### src/rtl/character_move_sequencer_if.sv
// Register-file port and maze-checker handshake owned by the move sequencer.
interface character_move_sequencer_if;
  logic [2:0] rf_character_type;
  logic       rf_readwrite;
  logic [7:0] rf_x_in;
  logic [7:0] rf_y_in;
  logic [7:0] rf_x_out;
  logic [7:0] rf_y_out;
  logic       chk_valid;
  logic [7:0] chk_x;
  logic [7:0] chk_y;
  logic       chk_ready;
  logic       chk_blocked;

  modport master (
    output rf_character_type, rf_readwrite, rf_x_in, rf_y_in,
    output chk_valid, chk_x, chk_y,
    input  rf_x_out, rf_y_out, chk_ready, chk_blocked
  );

  modport slave (
    input  rf_character_type, rf_readwrite, rf_x_in, rf_y_in,
    input  chk_valid, chk_x, chk_y,
    output rf_x_out, rf_y_out, chk_ready, chk_blocked
  );
endinterface

### src/rtl/character_move_sequencer.sv
// Per-tick character move sequencer: walks characters 0..4, steps each enabled
// one in its direction, asks the maze checker, writes back legal moves.
// Optional: `define CAUGHT_DETECT_EN adds ghost/pacman collision detection
// (caught/caught_id); without it those outputs are tied to 0.
module character_move_sequencer #(
  parameter int STEP  = 1,
  parameter int X_MAX = 159,
  parameter int Y_MAX = 119
) (
  input  logic       clock_50,
  input  logic       reset,
  input  logic       tick,
  input  logic [4:0] move_en,
  input  logic [9:0] dir,
  character_move_sequencer_if.master bus,
  output logic       busy,
  output logic       done,
  output logic       tick_overrun,
  output logic       caught,
  output logic [2:0] caught_id
);

  typedef enum logic [3:0] {
    S_IDLE, S_SELECT, S_READ, S_WAIT, S_CALC, S_CHECK, S_WRITE, S_NEXT, S_DONE
  } state_t;

  localparam logic [8:0] STEP9 = 9'(STEP);
  localparam logic [8:0] XMAX9 = 9'(X_MAX);
  localparam logic [8:0] YMAX9 = 9'(Y_MAX);

  state_t     state, state_n;
  logic [2:0] idx;
  logic [4:0] en_q;
  logic [9:0] dir_q;
  logic [7:0] cand_x, cand_y;
  logic [7:0] calc_x, calc_y;
  logic [1:0] cdir;
  logic       last;
  logic       pac_peek;

  assign last = (idx == 3'd4);
  assign cdir = dir_q[{idx, 1'b0} +: 2];

`ifdef CAUGHT_DETECT_EN
  // pacman is always visited so its final position is known before the ghosts
  assign pac_peek = (idx == 3'd0);
`else
  assign pac_peek = 1'b0;
`endif

  // candidate position: x wraps through the tunnel, y clamps at the maze edge
  always_comb begin
    logic [8:0] nx, ny;
    nx = {1'b0, bus.rf_x_out};
    ny = {1'b0, bus.rf_y_out};
    case (cdir)
      2'b00: ny = (ny < STEP9) ? 9'd0 : ny - STEP9;
      2'b01: begin
        nx = nx + STEP9;
        if (nx > XMAX9) nx = 9'd0;
      end
      2'b10: begin
        ny = ny + STEP9;
        if (ny > YMAX9) ny = YMAX9;
      end
      default: nx = (nx < STEP9) ? XMAX9 : nx - STEP9;
    endcase
    calc_x = 8'(nx);
    calc_y = 8'(ny);
  end

  // state register
  always_ff @(posedge clock_50) begin
    if (reset) state <= S_IDLE;
    else       state <= state_n;
  end

  // next state and bus outputs; the write cycle also closes out its character
  always_comb begin
    state_n                = state;
    busy                   = (state != S_IDLE);
    done                   = (state == S_DONE);
    tick_overrun           = tick && (state != S_IDLE) && !reset;
    bus.rf_character_type  = idx;
    bus.rf_readwrite       = 1'b0;
    bus.rf_x_in            = 8'd0;
    bus.rf_y_in            = 8'd0;
    bus.chk_valid          = 1'b0;
    bus.chk_x              = 8'd0;
    bus.chk_y              = 8'd0;
    case (state)
      S_IDLE:   if (tick) state_n = S_SELECT;
      S_SELECT: begin
        if (en_q[idx] || pac_peek) state_n = S_READ;
        else if (last)             state_n = S_DONE;
        else                       state_n = S_SELECT;
      end
      S_READ:   state_n = S_WAIT;
      // a disabled pacman is only read for its position, never moved
      S_WAIT:   state_n = en_q[idx] ? S_CALC : S_SELECT;
      S_CALC:   state_n = S_CHECK;
      S_CHECK: begin
        bus.chk_valid = 1'b1;
        bus.chk_x     = cand_x;
        bus.chk_y     = cand_y;
        if (bus.chk_ready) state_n = bus.chk_blocked ? S_NEXT : S_WRITE;
      end
      S_WRITE: begin
        bus.rf_readwrite = 1'b1;
        bus.rf_x_in      = cand_x;
        bus.rf_y_in      = cand_y;
        state_n          = last ? S_DONE : S_SELECT;
      end
      S_NEXT:   state_n = last ? S_DONE : S_SELECT;
      S_DONE:   state_n = S_IDLE;
      default:  state_n = S_IDLE;
    endcase
  end

  // index, latched request and candidate registers
  always_ff @(posedge clock_50) begin
    if (reset) begin
      idx    <= 3'd0;
      en_q   <= 5'd0;
      dir_q  <= 10'd0;
      cand_x <= 8'd0;
      cand_y <= 8'd0;
    end else begin
      if (state == S_IDLE) begin
        if (tick) begin
          en_q  <= move_en;
          dir_q <= dir;
          idx   <= 3'd0;
        end
      end else if (state == S_DONE) begin
        idx <= 3'd0;
      end else if (state_n == S_SELECT) begin
        idx <= idx + 3'd1;
      end
      if (state == S_CALC) begin
        cand_x <= calc_x;
        cand_y <= calc_y;
      end
    end
  end

`ifdef CAUGHT_DETECT_EN
  logic [7:0] cur_x, cur_y, pac_x, pac_y;

  // remember the pre-move position and pacman's final position for the pass
  always_ff @(posedge clock_50) begin
    if (reset) begin
      cur_x <= 8'd0;
      cur_y <= 8'd0;
      pac_x <= 8'd0;
      pac_y <= 8'd0;
    end else begin
      if (state == S_CALC) begin
        cur_x <= bus.rf_x_out;
        cur_y <= bus.rf_y_out;
      end
      if (state == S_WAIT && !en_q[idx]) begin
        pac_x <= bus.rf_x_out;
        pac_y <= bus.rf_y_out;
      end
      if (state == S_WRITE && idx == 3'd0) begin
        pac_x <= cand_x;
        pac_y <= cand_y;
      end
      if (state == S_NEXT && idx == 3'd0) begin
        pac_x <= cur_x;
        pac_y <= cur_y;
      end
    end
  end

  // a ghost's final position is the candidate if written, else where it was
  always_comb begin
    caught = (idx != 3'd0) &&
             ((state == S_WRITE && cand_x == pac_x && cand_y == pac_y) ||
              (state == S_NEXT  && cur_x  == pac_x && cur_y  == pac_y));
    caught_id = caught ? idx : 3'd0;
  end
`else
  assign caught    = 1'b0;
  assign caught_id = 3'd0;
`endif

endmodule

### src/flat_wrapper.sv
// flat-port wrapper written by rule: the top's interface ports become plain ports
module character_move_sequencer_flat 
#(
  parameter int STEP  = 1,
  parameter int X_MAX = 159,
  parameter int Y_MAX = 119
)
  (clock_50, reset, tick, move_en, dir, busy, done, tick_overrun, caught, caught_id, bus_rf_character_type, bus_rf_readwrite, bus_rf_x_in, bus_rf_y_in, bus_chk_valid, bus_chk_x, bus_chk_y, bus_rf_x_out, bus_rf_y_out, bus_chk_ready, bus_chk_blocked);
  character_move_sequencer_if bus_i ();
  input  logic clock_50;
  input  logic reset;
  input  logic tick;
  input  logic [4:0] move_en;
  input  logic [9:0] dir;
  output logic busy;
  output logic done;
  output logic tick_overrun;
  output logic caught;
  output logic [2:0] caught_id;
  output wire logic [$bits(bus_i.rf_character_type)-1:0] bus_rf_character_type;
  output wire logic [$bits(bus_i.rf_readwrite)-1:0] bus_rf_readwrite;
  output wire logic [$bits(bus_i.rf_x_in)-1:0] bus_rf_x_in;
  output wire logic [$bits(bus_i.rf_y_in)-1:0] bus_rf_y_in;
  output wire logic [$bits(bus_i.chk_valid)-1:0] bus_chk_valid;
  output wire logic [$bits(bus_i.chk_x)-1:0] bus_chk_x;
  output wire logic [$bits(bus_i.chk_y)-1:0] bus_chk_y;
  input wire logic [$bits(bus_i.rf_x_out)-1:0] bus_rf_x_out;
  input wire logic [$bits(bus_i.rf_y_out)-1:0] bus_rf_y_out;
  input wire logic [$bits(bus_i.chk_ready)-1:0] bus_chk_ready;
  input wire logic [$bits(bus_i.chk_blocked)-1:0] bus_chk_blocked;
  assign bus_rf_character_type = bus_i.rf_character_type;
  assign bus_rf_readwrite = bus_i.rf_readwrite;
  assign bus_rf_x_in = bus_i.rf_x_in;
  assign bus_rf_y_in = bus_i.rf_y_in;
  assign bus_chk_valid = bus_i.chk_valid;
  assign bus_chk_x = bus_i.chk_x;
  assign bus_chk_y = bus_i.chk_y;
  assign bus_i.rf_x_out = bus_rf_x_out;
  assign bus_i.rf_y_out = bus_rf_y_out;
  assign bus_i.chk_ready = bus_chk_ready;
  assign bus_i.chk_blocked = bus_chk_blocked;
  character_move_sequencer #(.STEP(STEP), .X_MAX(X_MAX), .Y_MAX(Y_MAX)) u_core (.clock_50(clock_50), .reset(reset), .tick(tick), .move_en(move_en), .dir(dir), .bus(bus_i), .busy(busy), .done(done), .tick_overrun(tick_overrun), .caught(caught), .caught_id(caught_id));
endmodule
### config.mk
export PLATFORM = sky130hd
export DESIGN_NAME = character_move_sequencer_flat
export DESIGN_NICKNAME = d
export VERILOG_FILES = /design/src/rtl/character_move_sequencer_if.sv /design/src/rtl/character_move_sequencer.sv /design/src/flat_wrapper.sv
export SDC_FILE = /design/constraint.sdc
export NUM_CORES = 1
export LEC_CHECK = 0
export ABC_AREA = 1
export ABC_CLOCK_PERIOD_IN_PS = 2000
export CORE_MARGIN = 1
export CORE_UTILIZATION = 51
export CTS_BUF_LIST = sky130_fd_sc_hd__clkbuf_4
export CTS_CLUSTER_DIAMETER = 200
export DETAILED_ROUTE_END_ITERATION = 6
export GPL_ROUTABILITY_DRIVEN = 1
export GPL_TIMING_DRIVEN = 0
export PLACE_DENSITY = 0.84
export SKIP_CTS_REPAIR_TIMING = 1
export SLEW_MARGIN = 10
export SYNTH_ARGS = -nofsm -noshare
export SYNTH_HDL_FRONTEND = slang
export SYNTH_SLANG_ARGS = --single-unit
### constraint.sdc
create_clock -name clock_50 -period 2 [get_ports clock_50]
set_clock_uncertainty 0.05 [all_clocks]
set_input_delay 0.3 -clock clock_50 [delete_from_list [all_inputs] [get_ports clock_50]]
set_output_delay 0.3 -clock clock_50 [all_outputs]
set_load 0.02 [all_outputs]
==> summary.txt <==
Logic synthesis
  • Top cells by instance count after synthesis: nand2_1 (107), nor2_1 (73), inv_1 (56)
  • Synth warn: 0
  • Number of library cell types mapped by synthesis: 35
  • Synth Flop Type: dfxtp_1
  • Area contributors post-synth: dfxtp_1 (26%), nand2_1 (13%), nor2_1 (9.2%), nand3_1 (8.2%), a21oi_1 (7.1%)
  • Yosys reg bits: 38
  • Cell Area, Synth: 2980 µm²
  • Largest area contributor in the netlist: dfxtp_1
  • Ys async rst share: 0
  • Post-Syn Instances: 498
  • Syn Area/Cell: 5.98 µm²
  • Share of the synthesized area in the top cell type: 0.256
  • Register area share after synthesis: 0.256
  • Leading cell type by number of instances after synthesis: nand2_1
  • Number of flops mapped to enable cells by yosys: 0

Drt
  • Via count: 3577
  • Wirelength per Cell: 14.1 µm
  • Antenna Nets Post-Route: 0
  • DRT Wirelength: 9.37 mm
  • Router iterations before antenna repair: 6
  • DRC violations left: 0
  • DR vias/cell: 5.39
  • Iter 0 DRT Violations: 270

Global routing
  • Met2 global-route usage: 0.460
  • Vias in the first global route: 2940
  • Met3 Use GR: 0.0395
  • Global Route Usage Sum: 0.274
  • Met1 Usage GRT: 0.366
  • Largest net degree at the start of global routing: 13
  • Initial antenna violation count: 0
  • GRT overflow: 0
  • GR peak layer: met2
  • First-pass GRT wire length: 13.5 mm

Die
  • CORE AREA: 5570 µm²
  • # IOs: 80
  • Starting Density: 0.534
  • Die width: 78.4 µm
  • Die area: 6150 µm²
  • Die height: 78.4 µm
  • Row Count: 27

Power
  • Leak: 2.00 nW
  • Post-layout total power: 3.22 mW
  • VDD IR max: 0.493 mV
  • Power Density: 787 nW/µm²

Clock tree
  • CTS tree: yes
  • Total CTS buffers: 5
  • Clock root cell: clkbuf_4
  • Clock Tree Buf Depth: 2
  • Worst-Skew Late Latency: 0.35 ns
  • Worst-path clk slew: 0.13 ns
  • Num Clock Sinks: 38
  • H-Tree Depth: 2

Layout
  • Area growth syn-to-layout: 37.4%
  • # nets final: 635
  • Area of the multi-input gates: 1960 µm²
  • Reg area: 768 µm²
  • Share of cells above drive strength 1: 0.208
  • Antenna diodes: 0
  • Fill cell total of the finished layout: 477

Placement
  • Dpl ws: -0.621 ns
  • Detailed placement HPWL: 6.49 mm
  • IO Port Bufs: 70
  • GPL Wtd Cong: 0.946

STA
  • Slew Limit Headroom: 0.601
  • Final setup viols: 13
  • Post-route minimum period: 2.05 ns
  • Final period util: 1.03
  • Unrepaired setup endpoints after global routing: true
  • Worst-margin pin slew: 0.599 ns
  • Slew Limit Fails: 0
  • Final WS setup: -0.0518 ns
  • Fmax: 0.487 GHz
  • Final hold vios: 0

Hold path
  • Min-Delay Path Depth: 3
  • Hold WC Path Type: primary input to flip-flop

Worst setup path
  • Crit end category: output port
  • Crit path DAT: 1.70 ns
  • Critical path data required time: 1.65 ns
  • Worst-path fanout max: 8
  • CP Class: flip-flop to output port
  • R2R cell count: 13
  • Worst setup SP type: flip-flop

Run status
  • Status: complete, but fails checks
  • Failing checks: setup timing

Flow run
  • MaxCap Viol Count: 0
-- power by group --
group          internal (mW)  switching (mW)  total [mW]  leakage, nW
Combinational          0.579            1.04        1.62         1.64
Sequential             0.848          0.0986       0.947        0.311
Clock                  0.385           0.269       0.654       0.0528
Total                   1.81            1.41        3.22         2.00
-- cell usage in the layout, fill, tap and decap left out, types with 10 or more instances in the layout --
| cell type | instances |
|---|---|
| inv_1 | 51 |
| nand4_1 | 10 |
| dfxtp_1 | 34 |
| xor2_1 | 12 |
| buf_4 | 21 |
| dlymetal6s2s_1 | 14 |
| inv_2 | 15 |
| clkbuf_2 | 19 |
| a21oi_1 | 42 |
| nor2_1 | 65 |
| o21ai_0 | 29 |
| clkdlybuf4s50_1 | 28 |
| nand2_1 | 105 |
| nand3_1 | 49 |
-- cell type report --
cell class | count | area share
inverters | 69 | 0.0652
plain buffers | 21 | 0.0358
clock buffers | 5 | 0.00918
repair buffers | 83 | 0.185
multi-input cells | 373 | 0.479
clock inverters | 3 | 0.0156
well taps | 72 | 0.0220
flip-flops and latches | 38 | 0.188
-- through the flow --
stage / instances / util / area, µm² / hold WS [ns] / TNS, ns
2_1_floorplan: 501 / - / 2990 / 0.391 / 0
3_3_place_gp: 643 / 0.678 / 3780 / 0.401 / -9.74
3_5_place_dp: 643 / 0.678 / 3780 / 0.406 / -11.11
4_1_cts: 651 / 0.696 / 3880 / 0.285 / -19.53
5_1_grt: 664 / 0.734 / 4090 / 0.318 / -1.39
6_report: 664 / 0.734 / 4090 / 0.296 / -0.251
-- metal layers --
metal,share of wire,up-vias
met5,0,-
met4,0.026,0
met3,0.073,21
met2,0.48,166
met1,0.42,1615
li1,-,1775
-- critical path, cell delays in order, from the launching register on --
cell       delay (ns)
dfxtp_2          0.35
inv_2            0.05
nor2_4           0.16
buf_6            0.13
nand2_4          0.06
nor2_4           0.11
inv_4            0.09
clkbuf_16        0.18
nor2_1           0.08
buf_4            0.14
-- registers in the layout, indices dropped and copies added, names as in the netlist --
register / cells
u_core.dir_q: 10
u_core.cand_x: 8
u_core.cand_y: 8
u_core.en_q: 5
u_core.state: 4
u_core.bus.rf_character_type: 3
-- path summary, 6_finish.rpt --
path / startpoint / end / slack, ns
setup / recovery: u_core.state[2] / bus_rf_y_in[1] / -0.05
hold / removal: tick / u_core.en_q[1] / 0.30
setup reg to reg: u_core.bus.rf_character_type[0] / u_core.bus.rf_character_type[0] / -0.01
hold reg to reg: u_core.dir_q[0] / u_core.dir_q[0] / 0.42
-- kinds of logic (layout without fill, tap and decap cells) --
group,after synthesis,in the layout,synth area share
AO/OA/AOI/OAI,79,79,0.138
XOR/XNOR,13,13,0.0408
adder cells (fa/ha/maj),8,8,0.0336
buffers and inverters,90,181,0.124
flip-flops,38,38,0.256
other,1,4,0.00126
AND/OR/NAND/NOR,269,269,0.407
Power figures use the tool's default switching activity.
